--- src/rtl/dsp_audio_pkg.sv ---
// Shared audio definitions for the DSP mixer and the I2S transmitter:
// sample width, frame geometry, the stereo pair type and the I2S
// word-select decode for a given frame phase.
package dsp_audio_pkg;

    localparam int SAMPLE_W     = 16;
    localparam int SLOT_BITS    = SAMPLE_W;
    localparam int FRAME_BITS   = 2 * SLOT_BITS;
    localparam int FRAME_CLOCKS = 4 * SAMPLE_W;
    localparam int PHASE_W      = $clog2(FRAME_CLOCKS);

    typedef logic signed [SAMPLE_W-1:0] sample_t;

    typedef struct packed {
        sample_t l;
        sample_t r;
    } stereo_t;

    // Word select is high for the right slot, but it leads the data by one
    // bit period, so it rises at the last left bit and falls at the last
    // right bit.
    function automatic logic ws_for_phase(input logic [PHASE_W-1:0] p);
        logic [PHASE_W-2:0] b;
        b = p[PHASE_W-1:1];
        return (b >= (PHASE_W-1)'(SLOT_BITS - 1)) &&
               (b <= (PHASE_W-1)'(2 * SLOT_BITS - 2));
    endfunction

endpackage

--- src/rtl/dsp_i2s_tx.sv ---
// Philips I2S transmitter: one stereo pair per 64-clock frame, BCLK at
// clock/2, single-pair holding buffer and sticky overrun/underrun flags.
// Build option DSP_I2S_UNDERRUN_MUTE_EN: when defined an underrun frame is
// sent as zeros; otherwise the last pair is sent again.
module dsp_i2s_tx
    import dsp_audio_pkg::*;
(
    input  logic                       clock,
    input  logic                       reset,
    input  logic signed [SAMPLE_W-1:0] sample_l,
    input  logic signed [SAMPLE_W-1:0] sample_r,
    input  logic                       sample_valid,
    input  logic                       status_clear,
    output logic                       i2s_bclk,
    output logic                       i2s_lrck,
    output logic                       i2s_sdata,
    output logic                       underrun,
    output logic                       overrun
);

    localparam logic [PHASE_W-1:0] P_LAST = PHASE_W'(FRAME_CLOCKS - 1);

    logic [PHASE_W-1:0]    p;
    logic [PHASE_W-1:0]    p_nxt;
    stereo_t               hold;
    logic                  pending;
    logic                  armed;
    logic [FRAME_BITS-1:0] shreg;
    logic [FRAME_BITS-1:0] shreg_nxt;
    logic [FRAME_BITS-1:0] frame_src;
    logic                  load_edge;
    logic                  underrun_evt;
    logic                  overrun_evt;

    assign p_nxt     = p + PHASE_W'(1);
    assign load_edge = (p == P_LAST);

    // A load with nothing new is only an underrun once traffic has started.
    assign underrun_evt = load_edge && !pending && !sample_valid && armed;
    // Replacing a held pair is an overrun, except at the load edge where the
    // new pair goes straight to the shifter instead.
    assign overrun_evt  = sample_valid && pending && !load_edge;

    // Select what the next frame carries: bypass, held pair, or fill.
    always_comb begin
        frame_src = '0;
        if (sample_valid) begin
            frame_src = {sample_l, sample_r};
        end else if (pending) begin
            frame_src = hold;
        end else if (armed) begin
`ifdef DSP_I2S_UNDERRUN_MUTE_EN
            frame_src = '0;
`else
            frame_src = hold;
`endif
        end
    end

    // Shifter loads at the frame boundary and advances when BCLK falls.
    always_comb begin
        shreg_nxt = shreg;
        if (load_edge) begin
            shreg_nxt = frame_src;
        end else if (p[0]) begin
            shreg_nxt = {shreg[FRAME_BITS-2:0], 1'b0};
        end
    end

    // Free-running frame phase counter.
    always_ff @(posedge clock or negedge reset) begin
        if (!reset) begin
            p <= '0;
        end else begin
            p <= p_nxt;
        end
    end

    // Holding register, pending and armed bits.
    always_ff @(posedge clock or negedge reset) begin
        if (!reset) begin
            hold    <= '0;
            pending <= 1'b0;
            armed   <= 1'b0;
        end else begin
            if (sample_valid) begin
                hold  <= {sample_l, sample_r};
                armed <= 1'b1;
            end
            if (load_edge) begin
                pending <= 1'b0;
            end else if (sample_valid) begin
                pending <= 1'b1;
            end
        end
    end

    // Frame shift register.
    always_ff @(posedge clock or negedge reset) begin
        if (!reset) begin
            shreg <= '0;
        end else begin
            shreg <= shreg_nxt;
        end
    end

    // Registered link outputs, computed for the phase being entered.
    always_ff @(posedge clock or negedge reset) begin
        if (!reset) begin
            i2s_bclk  <= 1'b0;
            i2s_lrck  <= 1'b0;
            i2s_sdata <= 1'b0;
        end else begin
            i2s_bclk  <= p_nxt[0];
            i2s_lrck  <= ws_for_phase(p_nxt);
            i2s_sdata <= shreg_nxt[FRAME_BITS-1];
        end
    end

    // Sticky status flags; a set event beats a simultaneous clear.
    always_ff @(posedge clock or negedge reset) begin
        if (!reset) begin
            underrun <= 1'b0;
            overrun  <= 1'b0;
        end else begin
            underrun <= underrun_evt || (underrun && !status_clear);
            overrun  <= overrun_evt  || (overrun  && !status_clear);
        end
    end

endmodule

--- config.mk ---
export PLATFORM = sky130hd
export DESIGN_NAME = dsp_i2s_tx
export DESIGN_NICKNAME = d
export VERILOG_FILES = /design/src/rtl/dsp_audio_pkg.sv /design/src/rtl/dsp_i2s_tx.sv
export SDC_FILE = /design/constraint.sdc
export NUM_CORES = 1
export LEC_CHECK = 0
export ABC_CLOCK_PERIOD_IN_PS = 1910
export CELL_PAD_IN_SITES_DETAIL_PLACEMENT = 0
export CELL_PAD_IN_SITES_GLOBAL_PLACEMENT = 1
export CORE_MARGIN = 1.5
export CORE_UTILIZATION = 45
export CTS_CLUSTER_SIZE = 8
export DETAILED_ROUTE_END_ITERATION = 16
export PLACE_DENSITY = 0.77
export SLEW_MARGIN = 20
export SYNTH_ARGS = -nofsm -noshare
export SYNTH_HDL_FRONTEND = slang
export SYNTH_SLANG_ARGS = --single-unit
export TNS_END_PERCENT = 50
--- constraint.sdc ---
create_clock -name clock -period 1.91 [get_ports clock]
set_clock_uncertainty 0.05 [all_clocks]
set_input_delay 0.191 -clock clock [delete_from_list [all_inputs] [get_ports clock]]
set_output_delay 0.191 -clock clock [all_outputs]
set_load 0.01 [all_outputs]
* Yosys cells after proc, flatten, opt, wreduce, memory -nomap -nowiden
Index checks and enable logic that the tools add are counted. Widths: inputs -> output; s select.
Word-level totals: register bits after elaboration 76, input bits 36, output and inout bits 5, logic and storage cells 38
Operators by class: add/sub/neg operators 1, $lt $le $gt $ge 2, equality and inequality tests 1, mux-type cells 7, reduce and logical (&&, ||, !) cells 16
Operators by type and width (count):
- $mux 32 | 5
- $logic_and 1x1->1 | 8
- $add 6x1->6 const B | 1
- $eq 6x6->1 const B | 1
- $ge 5x4->1 const B | 1
- $le 5x5->1 const B | 1
- $logic_not 1->1 | 4
- $reduce_bool 2->1 | 2
- $logic_or 1x1->1 | 2
- $mux 1 | 2

* Logic depth before layout (Yosys ltp)
depth after elaboration 5, mapped depth 7, mapped depth without buffers 5

* Worst setup path before layout
No wires, ideal clock.
path kind flip-flop to flip-flop, start register p[0], end register shreg[1], library setup time 0.127 ns, arrival time 1.374 ns, required time 1.733 ns, slack 0.360 ns, cell stages (with the launch flop) 8, path buffers 2, clock period less this slack 1.550 ns, path through dfrtp_1 ha_1 and3_4 nand3_2 buf_6 buf_6 a221oi_2 a21oi_1
On the way: word-level cells in the longest chain between the ends 2, elaborated cells between the ends (all ways) 3, classes of those cells eq/ne (1); mux (1); reduce/logical (1)
RTL lines:
- from (decl) | line dsp_i2s_tx.sv:23 | logic [PHASE_W-1:0] p;
- from (signal assigned) | line dsp_i2s_tx.sv:75 | p <= p_nxt;
- $eq 6x6->1 | line dsp_i2s_tx.sv:36 | assign load_edge = (p == P_LAST);
- $mux 32 or $reduce_bool 2->1 (tied branches)
- to (signal assigned) | line dsp_i2s_tx.sv:103 | shreg <= shreg_nxt;
- to (decl) | line dsp_i2s_tx.sv:28 | logic [FRAME_BITS-1:0] shreg;
Several ways; a longest one is shown, not always the timed one. A chain may end at the register's enable or synchronous reset.

==> qor.txt <==
Final slew viol count - 0
Starting density of the core - 0.4612
CP bufs+invs - 2
Antenna Violating Nets Remaining - 0
CP required - 1670 ps
Layout cells sized above 1 - 0.2282
Post-Route WL - 6085 um
Vias in the first global route - 2082
Outcome - complete, no violations
Clk sink count - 75
Largest stage delay, worst path - 570 ps
Cell total after placement - 380
First-pass GRT wire length - 10030 um
Final min period - 1754 ps
Slew headroom - 0.6968
Sequential area share after synthesis - 0.5641
CP Cell Sequence - buf_6 -> clkdlybuf4s50_1
Mean area per synthesized cell - 13.05 um2
Initial DRT Pass Iterations - 4
TNS Setup - 0 ps
Distinct cells, synth - 28
Final GP Congestion - 0.7792
Syn Inst Count - 255
Yosys reg bits - 75
Rows - 31
Crit Path Class - reg -> out
Antenna Diode Count - 0
Clk slew on worst S/H paths - 80 ps
CTS tree - yes
Post-Syn Area - 3327 um2
Arr. time, crit path - 1510 ps
Syn_nets - 292
Register-to-register setup slack - 160 ps
R2r worst-path depth - 6
Nets - 330
Root buffer cell - clkbuf_8
# setup viols final - 0
Hold/Removal Path Class - in -> async
Final worst-path cycle share - 0.9184
Hpwl dp - 3899 um
Unrepaired setup endpoints after global routing - false
Pin count of the biggest net entering global routing - 45
Crit-path slowest cell - clkdlybuf4s50_1
Element type at the critical path end - output pin
Final cell count without fillers - 397
H-tree depth - 3
I/O pin total - 41
Die height - 88.99 um
Starting DRT DRC Count - 113
FF-to-FF Start - p[1]
Max FO, Critical Path - 20
DR vias/cell - 5.388
Power per Cell Area - 793.4 nW/um2
CP Launch Type - flip-flop
VDD IR max - 399.2 uV
Worst-margin pin slew - 454.8 ps
CTS Buffer Depth - 2
Pleak - 0.001896 uW
WL/cell - 15.33 um
Clk_lat worst skew - 340 ps
Total congestion overflow - 0
Die X - 88.99 um
CP delay by family, top - buffers and inverters
Post-synth top flop - dfrtp_1
GRT Util Overall - 0.1665
Final Hold Fails - 0
Post-synth ARST share - 1.000
Setup repair bufs after CTS - 0
Antenna violations before repair - 0
Residual DRC - 0
Total number of vias - 2139
CTS buffer count - 9
Fmax achieved - 0.5701 GHz
Area grow syn2layout - 21.93%
Reg2reg end - shreg[21]
Synth Warn # - 0
Die ar. - 7918 um2
# port buffers - 40
CORE AREA - 7214 um2
Number of synthesized flops with an enable pin - 0
Max-cap check violation count - 0
final cells by class:
class	instances	area (um2)
fill	638	3158
sequential	75	1878
multi-input combinational	155	1326
timing repair buffer	49	504.2
clock buffer	11	151.4
tap	99	123.9
clock inverter	5	61.31
inverter	3	11.26
state kept, by name, indices dropped and copies added (netlist names):
| register | count |
|---|---|
| hold | 32 |
| shreg | 31 |
| p | 6 |
| armed | 1 |
| i2s_lrck | 1 |
| i2s_sdata | 1 |
| overrun | 1 |
| pending | 1 |
| underrun | 1 |
cells by family after synthesis:
| family | after synthesis | synth area share |
|---|---|---|
| compound gates | 69 | 0.1508 |
| xor+xnor | 5 | 0.01317 |
| fa+ha+maj | 1 | 0.003760 |
| buf+inv | 25 | 0.03798 |
| flops | 75 | 0.5641 |
| mux | 63 | 0.2016 |
| simple gates | 17 | 0.02858 |
synthesized netlist by cell type, types with 3 or more instances:
library cell | n | area (um2)
dfrtp_1 | 75 | 1877
a21oi_1 | 32 | 160.2
mux2_2 | 32 | 360.4
mux2i_1 | 31 | 310.3
a221oi_1 | 26 | 227.7
buf_2 | 14 | 70.07
a221oi_2 | 5 | 75.07
clkbuf_1 | 5 | 18.77
nand3_1 | 4 | 20.02
nor2_1 | 4 | 15.01
inv_1 | 3 | 11.26
nand2_1 | 3 | 11.26
xor2_1 | 3 | 26.28
stage by stage:
step	setup WS (ps)	total power [uW]	util	cell area (um2)	hold WS, ps
floorplan	359.7	1841	-	3327	-154.6
global route	45.10	3376	0.5623	4056	303.9
detailed placement	217.8	1993	0.5309	3830	116.7
CTS	48.97	3268	0.5617	4053	280.9
finish	155.9	3219	0.5623	4056	273.8
global placement	277.7	1985	0.5309	3830	115.1
cell usage in the layout, fill, tap and decap left out, drive strengths merged:
master / n
a21oi: 32
a221oi: 31
a22oi: 1
a31oi: 1
and3: 2
buf: 10
bufinv: 1
clkbuf: 11
clkdlybuf4s50: 38
clkinv: 1
clkinvlp: 3
dfrtp: 75
dlygate4sd3: 1
ha: 1
inv: 3
mux2: 32
mux2i: 31
nand2: 3
nand3: 5
nand3b: 1
nor2: 4
nor3b: 1
o21ai: 2
o221ai: 1
o22ai: 1
or2: 1
xnor2: 2
xor2: 3
power by group:
| group | internal [uW] | switching, uW | total, uW |
|---|---|---|---|
| clock network | 677 | 584 | 1260 |
| logic | 143 | 111 | 254 |
| registers | 1660 | 40.1 | 1700 |
| total | 2480 | 735 | 3220 |
per-layer routing:
layer  vias up  GRT usage  share of wire  wire length, um
met5         -          0              0                0
met4         0    0.05874         0.0074               45
met3         4    0.04801          0.030              185
met2        32     0.2521           0.48             2901
met1      1059     0.2305           0.49             2953
li1       1044          -              -                -
how the worst max path moves through the flow:
stage,slack [ps],from,to,cells after the start
final,160,p[0],i2s_bclk,2
after floorplan,360,p[0],shreg[1],7
after global placement,280,p[1],i2s_sdata,6
after global routing,50,p[1],shreg[21],6
after CTS,50,p[0],i2s_bclk,2
after detailed placement,220,p[1],i2s_sdata,6
repair_timing:
item                                    in CTS  in global routing
hold buffers                                 1                  0
endpoints found under the setup margin       0                  1
endpoints found under the hold margin       31                  0
gates resized for setup                      0                  1
Power figures use the tool's default switching activity.
